`config.mk`:
```
export PLATFORM = sky130hd
export DESIGN_NAME = memory_access_unit_flat
export DESIGN_NICKNAME = d
export VERILOG_FILES = /design/src/rtl/memory_access_unit_pkg.sv /design/src/rtl/memory_access_unit_if.sv /design/src/rtl/memory_access_unit_timeout.sv /design/src/rtl/memory_access_unit.sv /design/src/flat_wrapper.sv
export SDC_FILE = /design/constraint.sdc
export NUM_CORES = 1
export LEC_CHECK = 0
export ABC_AREA = 1
export ABC_CLOCK_PERIOD_IN_PS = 1850
export BUFFER_PORTS_ARGS = -buffer_cell sky130_fd_sc_hd__clkbuf_2
export CORE_MARGIN = 2
export CORE_UTILIZATION = 49
export CTS_CLUSTER_DIAMETER = 60
export DETAILED_ROUTE_END_ITERATION = 8
export PLACE_DENSITY = 0.84
export SLEW_MARGIN = 20
export SYNTH_ARGS = -nofsm -noshare
export SYNTH_HDL_FRONTEND = slang
export SYNTH_SLANG_ARGS = --single-unit
export TNS_END_PERCENT = 50
```
`constraint.sdc`:
```
create_clock -name clk -period 1.85 [get_ports clk]
set_clock_uncertainty 0.1 [all_clocks]
set_input_delay 0.0925 -clock clk [delete_from_list [all_inputs] [get_ports clk]]
set_output_delay 0.0925 -clock clk [all_outputs]
set_load 0.03 [all_outputs]
```
`src/rtl/memory_access_unit_pkg.sv`:
```
// memory_access_pkg: shared widths, FSM encoding and request record for the memory access unit
package memory_access_pkg;
  localparam int DATA_W = 32;
  localparam int REG_W = 4;
  localparam int TIMEOUT_DEFAULT = 16;
  localparam logic [1:0] S_IDLE = 2'd0;
  localparam logic [1:0] S_WAIT = 2'd1;
  localparam logic [1:0] S_DONE = 2'd2;
  typedef struct packed {
    logic [DATA_W-1:0] addr;
    logic [DATA_W-1:0] wdata;
    logic [REG_W-1:0]  rd;
    logic              is_st;
    logic              is_wb;
  } req_t;
  function automatic logic bad_mem_op(input logic ld, input logic st, input logic [1:0] lsb);
    return (ld & st) | ((ld | st) & (|lsb));
  endfunction
endpackage

```
`src/rtl/memory_access_unit_if.sv`:
```
// memory_access_unit_if: execute-stage, data-memory and writeback signals of the memory access unit
interface memory_access_unit_if;
  import memory_access_pkg::*;
  logic              ex_valid, ex_ready;
  logic              isLd, isSt, isWb;
  logic [DATA_W-1:0] aluResult, op2;
  logic [REG_W-1:0]  rd;
  logic              mem_req, mem_we, mem_ack;
  logic [DATA_W-1:0] mem_addr, mem_wdata, mem_rdata;
  logic              wb_valid, wb_en;
  logic [REG_W-1:0]  wb_rd;
  logic [DATA_W-1:0] wb_data, ldResult;
  logic              stall, err;
  modport master (
    output ex_valid, isLd, isSt, isWb, aluResult, op2, rd, mem_ack, mem_rdata,
    input  ex_ready, mem_req, mem_we, mem_addr, mem_wdata, wb_valid, wb_en, wb_rd, wb_data, ldResult, stall, err
  );
  modport slave (
    input  ex_valid, isLd, isSt, isWb, aluResult, op2, rd, mem_ack, mem_rdata,
    output ex_ready, mem_req, mem_we, mem_addr, mem_wdata, wb_valid, wb_en, wb_rd, wb_data, ldResult, stall, err
  );
endinterface

```
`src/rtl/memory_access_unit_timeout.sv`:
```
// ma_timeout_counter: counts WAIT cycles without ack and flags the last allowed one
module ma_timeout_counter #(
  parameter int LIMIT = 16
) (
  input  logic clk,
  input  logic reset,
  input  logic clr,
  input  logic inc,
  output logic expire
);
  localparam int W = $clog2(LIMIT + 1);
  logic [W-1:0] cnt_q, cnt_d;
  assign expire = inc & (cnt_q == W'(LIMIT - 1));
  // clear on WAIT entry, otherwise step once per unanswered WAIT cycle
  always_comb cnt_d = clr ? '0 : inc ? cnt_q + W'(1) : cnt_q;
  // counter register
  always_ff @(posedge clk or negedge reset)
    if (!reset) cnt_q <= '0;
    else cnt_q <= cnt_d;
endmodule

```
`src/rtl/memory_access_unit.sv`:
```
// memory_access_unit: executes ALU writeback, aligned loads/stores with timeout, and illegal-op errors
module memory_access_unit import memory_access_pkg::*; #(
  parameter int TIMEOUT_CYCLES = TIMEOUT_DEFAULT
) (
  input logic clk,
  input logic reset,
  memory_access_unit_if.slave bus
);
  logic [1:0]        state_q, state_d;
  req_t              req_q, req_d;
  logic [DATA_W-1:0] ld_q, ld_d, wb_data_q, wb_data_d;
  logic [REG_W-1:0]  wb_rd_q, wb_rd_d;
  logic              wb_valid_q, wb_valid_d, wb_en_q, wb_en_d, err_q, err_d;
  logic              accept, mem_op, illegal, pass, start, in_wait, ack, expire;
  assign accept  = bus.ex_valid & (state_q == S_IDLE);
  assign mem_op  = bus.isLd | bus.isSt;
  assign illegal = bad_mem_op(bus.isLd, bus.isSt, bus.aluResult[1:0]);
  assign pass    = accept & ~mem_op;
  assign start   = accept & mem_op & ~illegal;
  assign in_wait = state_q == S_WAIT;
  assign ack     = in_wait & bus.mem_ack;
  ma_timeout_counter #(.LIMIT(TIMEOUT_CYCLES)) u_timeout (
    .clk(clk), .reset(reset), .clr(start), .inc(in_wait & ~bus.mem_ack), .expire(expire)
  );
  assign bus.ex_ready  = state_q == S_IDLE;
  assign bus.stall     = ~bus.ex_ready;
  assign bus.mem_req   = in_wait;
  assign bus.mem_we    = in_wait & req_q.is_st;
  assign bus.mem_addr  = req_q.addr;
  assign bus.mem_wdata = req_q.wdata;
  assign bus.wb_valid  = wb_valid_q;
  assign bus.wb_en     = wb_en_q;
  assign bus.wb_rd     = wb_rd_q;
  assign bus.wb_data   = wb_data_q;
  assign bus.ldResult  = ld_q;
  assign bus.err       = err_q;
  // next state; writeback results are registered so they appear in the cycle after accept or ack
  always_comb begin
    state_d    = start ? S_WAIT : ack ? S_DONE : (expire | (state_q == S_DONE)) ? S_IDLE : state_q;
    req_d      = start ? req_t'{addr: bus.aluResult, wdata: bus.op2, rd: bus.rd, is_st: bus.isSt, is_wb: bus.isWb} : req_q;
    ld_d       = ack & ~req_q.is_st ? bus.mem_rdata : ld_q;
    wb_valid_d = pass | ack;
    wb_en_d    = pass ? bus.isWb : ack & ~req_q.is_st & req_q.is_wb;
    wb_rd_d    = pass ? bus.rd : ack ? req_q.rd : wb_rd_q;
    wb_data_d  = pass ? bus.aluResult : ack & ~req_q.is_st ? bus.mem_rdata : wb_data_q;
    err_d      = (accept & illegal) | expire;
  end
  // state registers, all cleared by the asynchronous reset
  always_ff @(posedge clk or negedge reset)
    if (!reset) begin
      state_q    <= S_IDLE;
      req_q      <= '0;
      ld_q       <= '0;
      wb_data_q  <= '0;
      wb_rd_q    <= '0;
      wb_valid_q <= 1'b0;
      wb_en_q    <= 1'b0;
      err_q      <= 1'b0;
    end else begin
      state_q    <= state_d;
      req_q      <= req_d;
      ld_q       <= ld_d;
      wb_data_q  <= wb_data_d;
      wb_rd_q    <= wb_rd_d;
      wb_valid_q <= wb_valid_d;
      wb_en_q    <= wb_en_d;
      err_q      <= err_d;
    end
endmodule

```
`src/flat_wrapper.sv`:
```
// flat-port wrapper written by rule: the top's interface ports become plain ports
module memory_access_unit_flat import memory_access_pkg::*;
#(
  parameter int TIMEOUT_CYCLES = TIMEOUT_DEFAULT
)
  (clk, reset, bus_ex_valid, bus_isLd, bus_isSt, bus_isWb, bus_aluResult, bus_op2, bus_rd, bus_mem_ack, bus_mem_rdata, bus_ex_ready, bus_mem_req, bus_mem_we, bus_mem_addr, bus_mem_wdata, bus_wb_valid, bus_wb_en, bus_wb_rd, bus_wb_data, bus_ldResult, bus_stall, bus_err);
  memory_access_unit_if bus_i ();
  input logic clk;
  input logic reset;
  input wire logic [$bits(bus_i.ex_valid)-1:0] bus_ex_valid;
  input wire logic [$bits(bus_i.isLd)-1:0] bus_isLd;
  input wire logic [$bits(bus_i.isSt)-1:0] bus_isSt;
  input wire logic [$bits(bus_i.isWb)-1:0] bus_isWb;
  input wire logic [$bits(bus_i.aluResult)-1:0] bus_aluResult;
  input wire logic [$bits(bus_i.op2)-1:0] bus_op2;
  input wire logic [$bits(bus_i.rd)-1:0] bus_rd;
  input wire logic [$bits(bus_i.mem_ack)-1:0] bus_mem_ack;
  input wire logic [$bits(bus_i.mem_rdata)-1:0] bus_mem_rdata;
  output wire logic [$bits(bus_i.ex_ready)-1:0] bus_ex_ready;
  output wire logic [$bits(bus_i.mem_req)-1:0] bus_mem_req;
  output wire logic [$bits(bus_i.mem_we)-1:0] bus_mem_we;
  output wire logic [$bits(bus_i.mem_addr)-1:0] bus_mem_addr;
  output wire logic [$bits(bus_i.mem_wdata)-1:0] bus_mem_wdata;
  output wire logic [$bits(bus_i.wb_valid)-1:0] bus_wb_valid;
  output wire logic [$bits(bus_i.wb_en)-1:0] bus_wb_en;
  output wire logic [$bits(bus_i.wb_rd)-1:0] bus_wb_rd;
  output wire logic [$bits(bus_i.wb_data)-1:0] bus_wb_data;
  output wire logic [$bits(bus_i.ldResult)-1:0] bus_ldResult;
  output wire logic [$bits(bus_i.stall)-1:0] bus_stall;
  output wire logic [$bits(bus_i.err)-1:0] bus_err;
  assign bus_i.ex_valid = bus_ex_valid;
  assign bus_i.isLd = bus_isLd;
  assign bus_i.isSt = bus_isSt;
  assign bus_i.isWb = bus_isWb;
  assign bus_i.aluResult = bus_aluResult;
  assign bus_i.op2 = bus_op2;
  assign bus_i.rd = bus_rd;
  assign bus_i.mem_ack = bus_mem_ack;
  assign bus_i.mem_rdata = bus_mem_rdata;
  assign bus_ex_ready = bus_i.ex_ready;
  assign bus_mem_req = bus_i.mem_req;
  assign bus_mem_we = bus_i.mem_we;
  assign bus_mem_addr = bus_i.mem_addr;
  assign bus_mem_wdata = bus_i.mem_wdata;
  assign bus_wb_valid = bus_i.wb_valid;
  assign bus_wb_en = bus_i.wb_en;
  assign bus_wb_rd = bus_i.wb_rd;
  assign bus_wb_data = bus_i.wb_data;
  assign bus_ldResult = bus_i.ldResult;
  assign bus_stall = bus_i.stall;
  assign bus_err = bus_i.err;
  memory_access_unit #(.TIMEOUT_CYCLES(TIMEOUT_CYCLES)) u_core (.clk(clk), .reset(reset), .bus(bus_i));
endmodule
```
# ---- After elaboration in Yosys (flattened, before gate mapping)
# Cells that the tools add are included.
dict set report word_totals {
  wordCells 56
  output_inout_bits 139
  inputBits 107
  mem_count 0
  rom_bits 0
  latchBits 0
  mem_bits_rw 0
  reg_bits 148
}
dict set report classes {
  n_bitwise 23
  order_cmp 0
  shift 0
  n_mux 10
  n_reduce_logical 6
  add_sub_neg 1
  eq_ne 3
  n_mul 0
  n_div 0
}
# op count
set ops {}
lappend ops {{32-bit 2-to-1 mux} 2}
lappend ops {{1-bit bitwise AND} 13}
lappend ops {{5-bit 2-to-1 mux} 2}
lappend ops {{4-bit 2-to-1 mux} 2}
lappend ops {{2-bit 2-to-1 mux} 3}
lappend ops {{2-bit nonzero test} 3}
lappend ops {{5-bit by 1-bit adder with 5-bit output (second input constant)} 1}
lappend ops {{5-bit by 4-bit == test with 1-bit output (second input constant)} 1}
lappend ops {{1-bit inverter} 5}
lappend ops {{1-bit bitwise OR} 5}
lappend ops {{3-bit nonzero test} 1}
lappend ops {{2-bit by 1-bit == test with 1-bit output (second input constant)} 1}
lappend ops {{2-bit == test (second input constant)} 1}
lappend ops {{2-bit zero test} 1}
lappend ops {{2-bit OR reduction} 1}
lappend ops {{1-bit 2-to-1 mux} 1}

# ---- Logic depth before layout (Yosys ltp)
dict set report logic_depth {
  word_depth 7
  mapped_depth 7
  mapped_depth_nobuf 6
}

# ---- By module
# Synthesis repeated with hierarchy kept, for this count alone.
dict set report unflattened {
  hier_cells 732
  area_unflattened_um2 6501.2
}
# module cells_per_inst area_per_inst_um2 n_inst seq_area_each_um2
set modules_own_cells {}
lappend modules_own_cells {memory_access_unit 699 6226.0 1 3578.4}
lappend modules_own_cells {ma_timeout_counter 33 275.3 1 125.1}

# ---- Least setup slack after synthesis
# OpenSTA, ideal clock, no wires.
dict set report synth_path {
  kind {flip-flop to flip-flop}
  startpoint {register u_core.state_q[0]}
  endpoint {register u_core.ld_q[10], in the netlist u_core.bus.ldResult[10]}
  stages_incl_launch_ff 7
  n_path_buf 1
  synth_period_minus_slack_ns 1.577
  path_slack_ns 0.273
  setup_time_ns 0.118
  required_time_ns 1.632
  arrival_time_ns 1.359
  path_cell_list {dfrtp_1 inv_1 nor2_2 nand3_2 clkbuf_1 nand2_1 nand2_1}
}
dict set report synth_between {
  elab_chain_len 3
}
# element line_no
set synth_lines {}
lappend synth_lines {{start, declared} memory_access_unit.sv:9} ;# logic [1:0] state_q, state_d;
lappend synth_lines {{start signal, assigned} memory_access_unit.sv:60} ;# state_q <= state_d;
lappend synth_lines {{2-bit by 1-bit == test with 1-bit output} memory_access_unit.sv:20} ;# assign in_wait = state_q == S_WAIT;
lappend synth_lines {{net bus_mem_req} flat_wrapper.sv:20} ;# output wire logic [$bits(bus_i.mem_req)-1:0] bus_mem_req;
lappend synth_lines {{1-bit bitwise AND} memory_access_unit.sv:21} ;# assign ack = in_wait & bus.mem_ack;
lappend synth_lines {{1-bit bitwise AND} memory_access_unit.sv:41} ;# ld_d = ack & ~req_q.is_st ? bus.mem_rdata : ld_q;
lappend synth_lines {{end signal, assigned} memory_access_unit.sv:62} ;# ld_q <= ld_d;
lappend synth_lines {{end, declared} memory_access_unit.sv:11} ;# logic [DATA_W-1:0] ld_q, ld_d, wb_data_q, wb_data_d;
# The timed path passes the listed nets, and every way through them passes these cells.
# A chain may end at the register's enable or synchronous reset.

# ---- Worst setup path after layout
dict set report layout_path {
  startpoint {register u_core.state_q[0]}
  endpoint {output bus_ex_ready}
}
dict set report layout_between {
  elab_chain_len 1
}
# element line_no
set layout_lines {}
lappend layout_lines {{2-bit zero test} memory_access_unit.sv:25} ;# assign bus.ex_ready = state_q == S_IDLE;
lappend layout_lines {{end, declared} flat_wrapper.sv:19} ;# output wire logic [$bits(bus_i.ex_ready)-1:0] bus_ex_ready;
# No other way between the ends.

==> key figures <==
Status
  – Status: completed

Pwr
  – Final total power: 16.9 mW
  – Peak VDD IR: 878 uV
  – P per Cell Area: 1840 nW/um2
  – Leak Pwr: 5.07 nW

Final layout
  – Fraction of layout cells with a size suffix above 1: 0.296
  – P&R area growth vs syn: 41.3%
  – Design area: 9150 um2
  – Seq. cell area: 3700 um2
  – Fillers: 899
  – Util after Layout: 0.716
  – Multi-input logic area: 2050 um2
  – Non-filler instance count after layout: 1,205
  – Nets: 1,127

Die
  – Ports: 246
  – DIE AREA: 14,100 um2
  – Die W: 119 um
  – Die Y-Extent: 119 um
  – Initial Util: 0.507
  – Site row count: just over 40
  – Total core area: roughly 13,000 um2

Clock tree
  – Bufs on Longest Clock Path: 2
  – TritonCTS clock tree: yes
  – H-tree depth: 4
  – Clk sink count: 148
  – Root buffer cell: clkbuf_16
  – Clock latency on the worst-skew pair: 0.41 ns
  – Clock buffer count from CTS: 17
  – CTS clock-pin slew for the worst setup and hold paths: 0.06 ns
  – Post-cts resize count: 0
  – Post-CTS setup buffer count: 0

STA
  – Rel. slew slack: 0.650
  – Final critical-path share of the clock period: 0.958
  – Setup violations, final: 0
  – Worst slew pin tran: 0.524 ns
  – Max Slew Vio Count: 0
  – Sum of negative setup slack: 0 ns
  – Final hold slack: 0.0409 ns
  – Min Tclk post-route: 1.77 ns
  – Final Hold Viols: 0
  – Final worst-path setup slack: 0.0771 ns
  – RSZ-0062 raised after global routing: no
  – Fmax: 0.564 GHz

Critical path
  – CP required: between 1.5 and 2 ns
  – Worst setup startpoint: u_core.state_q[0]
  – R2R Path Start: u_core.state_q[0]
  – CP top delay family: buffers and inverters
  – CP Capture Type: output pin
  – Critical Path, Cell by Cell: nor2_4, buf_4, clkbuf_2
  – Slowest CP cell: dfrtp_1
  – Critical path class: reg -> out
  – CP Max Fanout: 18
  – Critical path depth: 3
  – Worst Path Arrival: ~1.6 ns
  – Buf/Inv on CP: 2
  – Slowest cell delay on critical path: 0.46 ns
  – Crit path launch type: flip-flop
  – Worst-case reg-to-reg path depth: 7

Job
  – Max Cap Violations: 0

Global route
  – Initial antenna violation count: 1
  – Largest net degree at the start of global routing: 56
  – Tot GR Track Use: 0.303
  – Vias in the first global route: 6,616
  – First-pass GRT wire length: 33.7 mm
  – GRT Residual Overflow: 0

Place
  – Pre-CTS setup slack: 0.296 ns
  – Routability cong.: 0.842
  – I/O Buffers: 245
  – DP HPWL: 12.5 mm
  – Placed Cells: 1,067
  – Placement Cell Area: around 7500 um2

Routing
  – Via count: 6,421
  – DR pass1 iterations: 5
  – DR WL/cell: 17.6 um
  – DRT iter0 DRCs: 636
  – # DRC: 0
  – Vias/cell: 5.33
  – Antenna-violating nets left: 0
  – WL final: 21.2 mm

Logic synthesis
  – Sequential area share after synthesis: 0.572
  – Post-synth ARST share: 1.00
  – Synthesized area per cell: about 9 um2
  – Post-synthesis cell type count: 20
  – Yosys reg bits: ~150
  – Net Count, Synth: 844
  – Syn. warnings: 0
  – Ys flop type: dfrtp_1
  – Number of flops mapped to enable cells by yosys: 0
  – Syn Std Cell Area: 6470 um2
  – Mapped Cells: around 740

Worst hold path
  – Hold path depth: 3
  – Hold WC Path Type: in -> reg
  – HP Start: bus_ex_valid
per-layer routing:
metal,routed length [um],up-vias,track usage
met5,0,-,0
li1,-,2876,-
met3,1740,81,0.0685
met1,7850,3069,0.357
met2,10700,395,0.513
met4,918,0,0.168
cells in the mapped netlist, types with 2 or more instances:
cell type  instances  share of area
nand3_1          111          0.086
nor2_2             2         0.0019
clkbuf_1          11         0.0064
a21oi_1            4         0.0031
ha_1               2         0.0039
nand4_1           36          0.035
buf_2             29          0.022
nor2_4             2         0.0035
nor2_1            14         0.0081
buf_1              2         0.0012
inv_1             15         0.0087
nand2_1          289           0.17
buf_4             64          0.074
dfrtp_1          148           0.57
worst register-to-register path: cells and delay by family, from the launching register on:
kind | cells | cell delay (ns)
simple gates | 6 | 0.71
buf+inv | 1 | 0.29
flops | 1 | 0.46
report_power, final:
group | switching (mW) | internal, mW
clock | 1.30 | 2.33
combinational | 5.44 | 2.08
sequential | 0.940 | 4.76
total | 7.68 | 9.18
timing repair:
| action | 4_1_cts | 5_1_grt |
|---|---|---|
| setup endpoints to repair | 0 | 0 |
| hold buffers | 104 | 0 |
| hold endpoints to repair | 250 | 0 |
registers in the layout, summed over array words and instances (netlist names):
register,count
u_core.bus.err,1
u_core.bus.ldResult,32
u_core.bus.mem_addr,32
u_core.bus.mem_wdata,32
u_core.bus.wb_data,32
u_core.bus.wb_en,1
u_core.bus.wb_rd,4
u_core.bus.wb_valid,1
u_core.req_q,6
u_core.state_q,2
u_core.u_timeout.cnt_q,5
final timing paths:
check	to	slack, ns
worst max register to register	u_core.bus.mem_wdata[19]	0.18
min in group asynchronous	u_core.bus.mem_wdata[1]	0.10
max in group asynchronous	u_core.bus.mem_addr[19]	0.90
worst min register to register	u_core.bus.ldResult[16]	0.37
worst max-delay path	bus_ex_ready	0.08
worst min-delay path	u_core.bus.err	0.04
logic make-up after synthesis:
group,share of synthesized area
XOR/XNOR,0.00135
AND/OR/NAND/NOR,0.305
buffers and inverters,0.113
flip-flops,0.572
adder cells (fa/ha/maj),0.00387
AO/OA/AOI/OAI,0.00387
layout by cell type, fill, tap and decap left out:
master         count
dfrtp_1          148
buf_12             4
buf_6              1
xor2_1             1
clkinv_1           1
ha_1               2
clkbuf_2         244
clkbuf_1           1
inv_1             15
nor2_4             4
inv_6              1
o21ai_0            1
nor2_1            13
clkbuf_8           6
nor2_2             1
a21oi_1            4
nand3_1          110
nand4_1           36
nand3_2            2
and3_1             1
buf_4             17
clkinv_2           4
nand2_2            1
dlygate4sd3_1    104
nand2_1          289
bufinv_16          3
diode_2            2
clkbuf_16         17
area by class of cell:
class | count | share of cell area
antenna | 2 | 0.000547
clock buffer | 24 | 0.0559
clock inverter | 8 | 0.0130
inverter | 16 | 0.00657
multi-input combinational | 465 | 0.224
sequential | 148 | 0.405
tap | 172 | 0.0235
timing repair buffer | 370 | 0.271
Note: power is estimated with default switching activity, not from simulation.
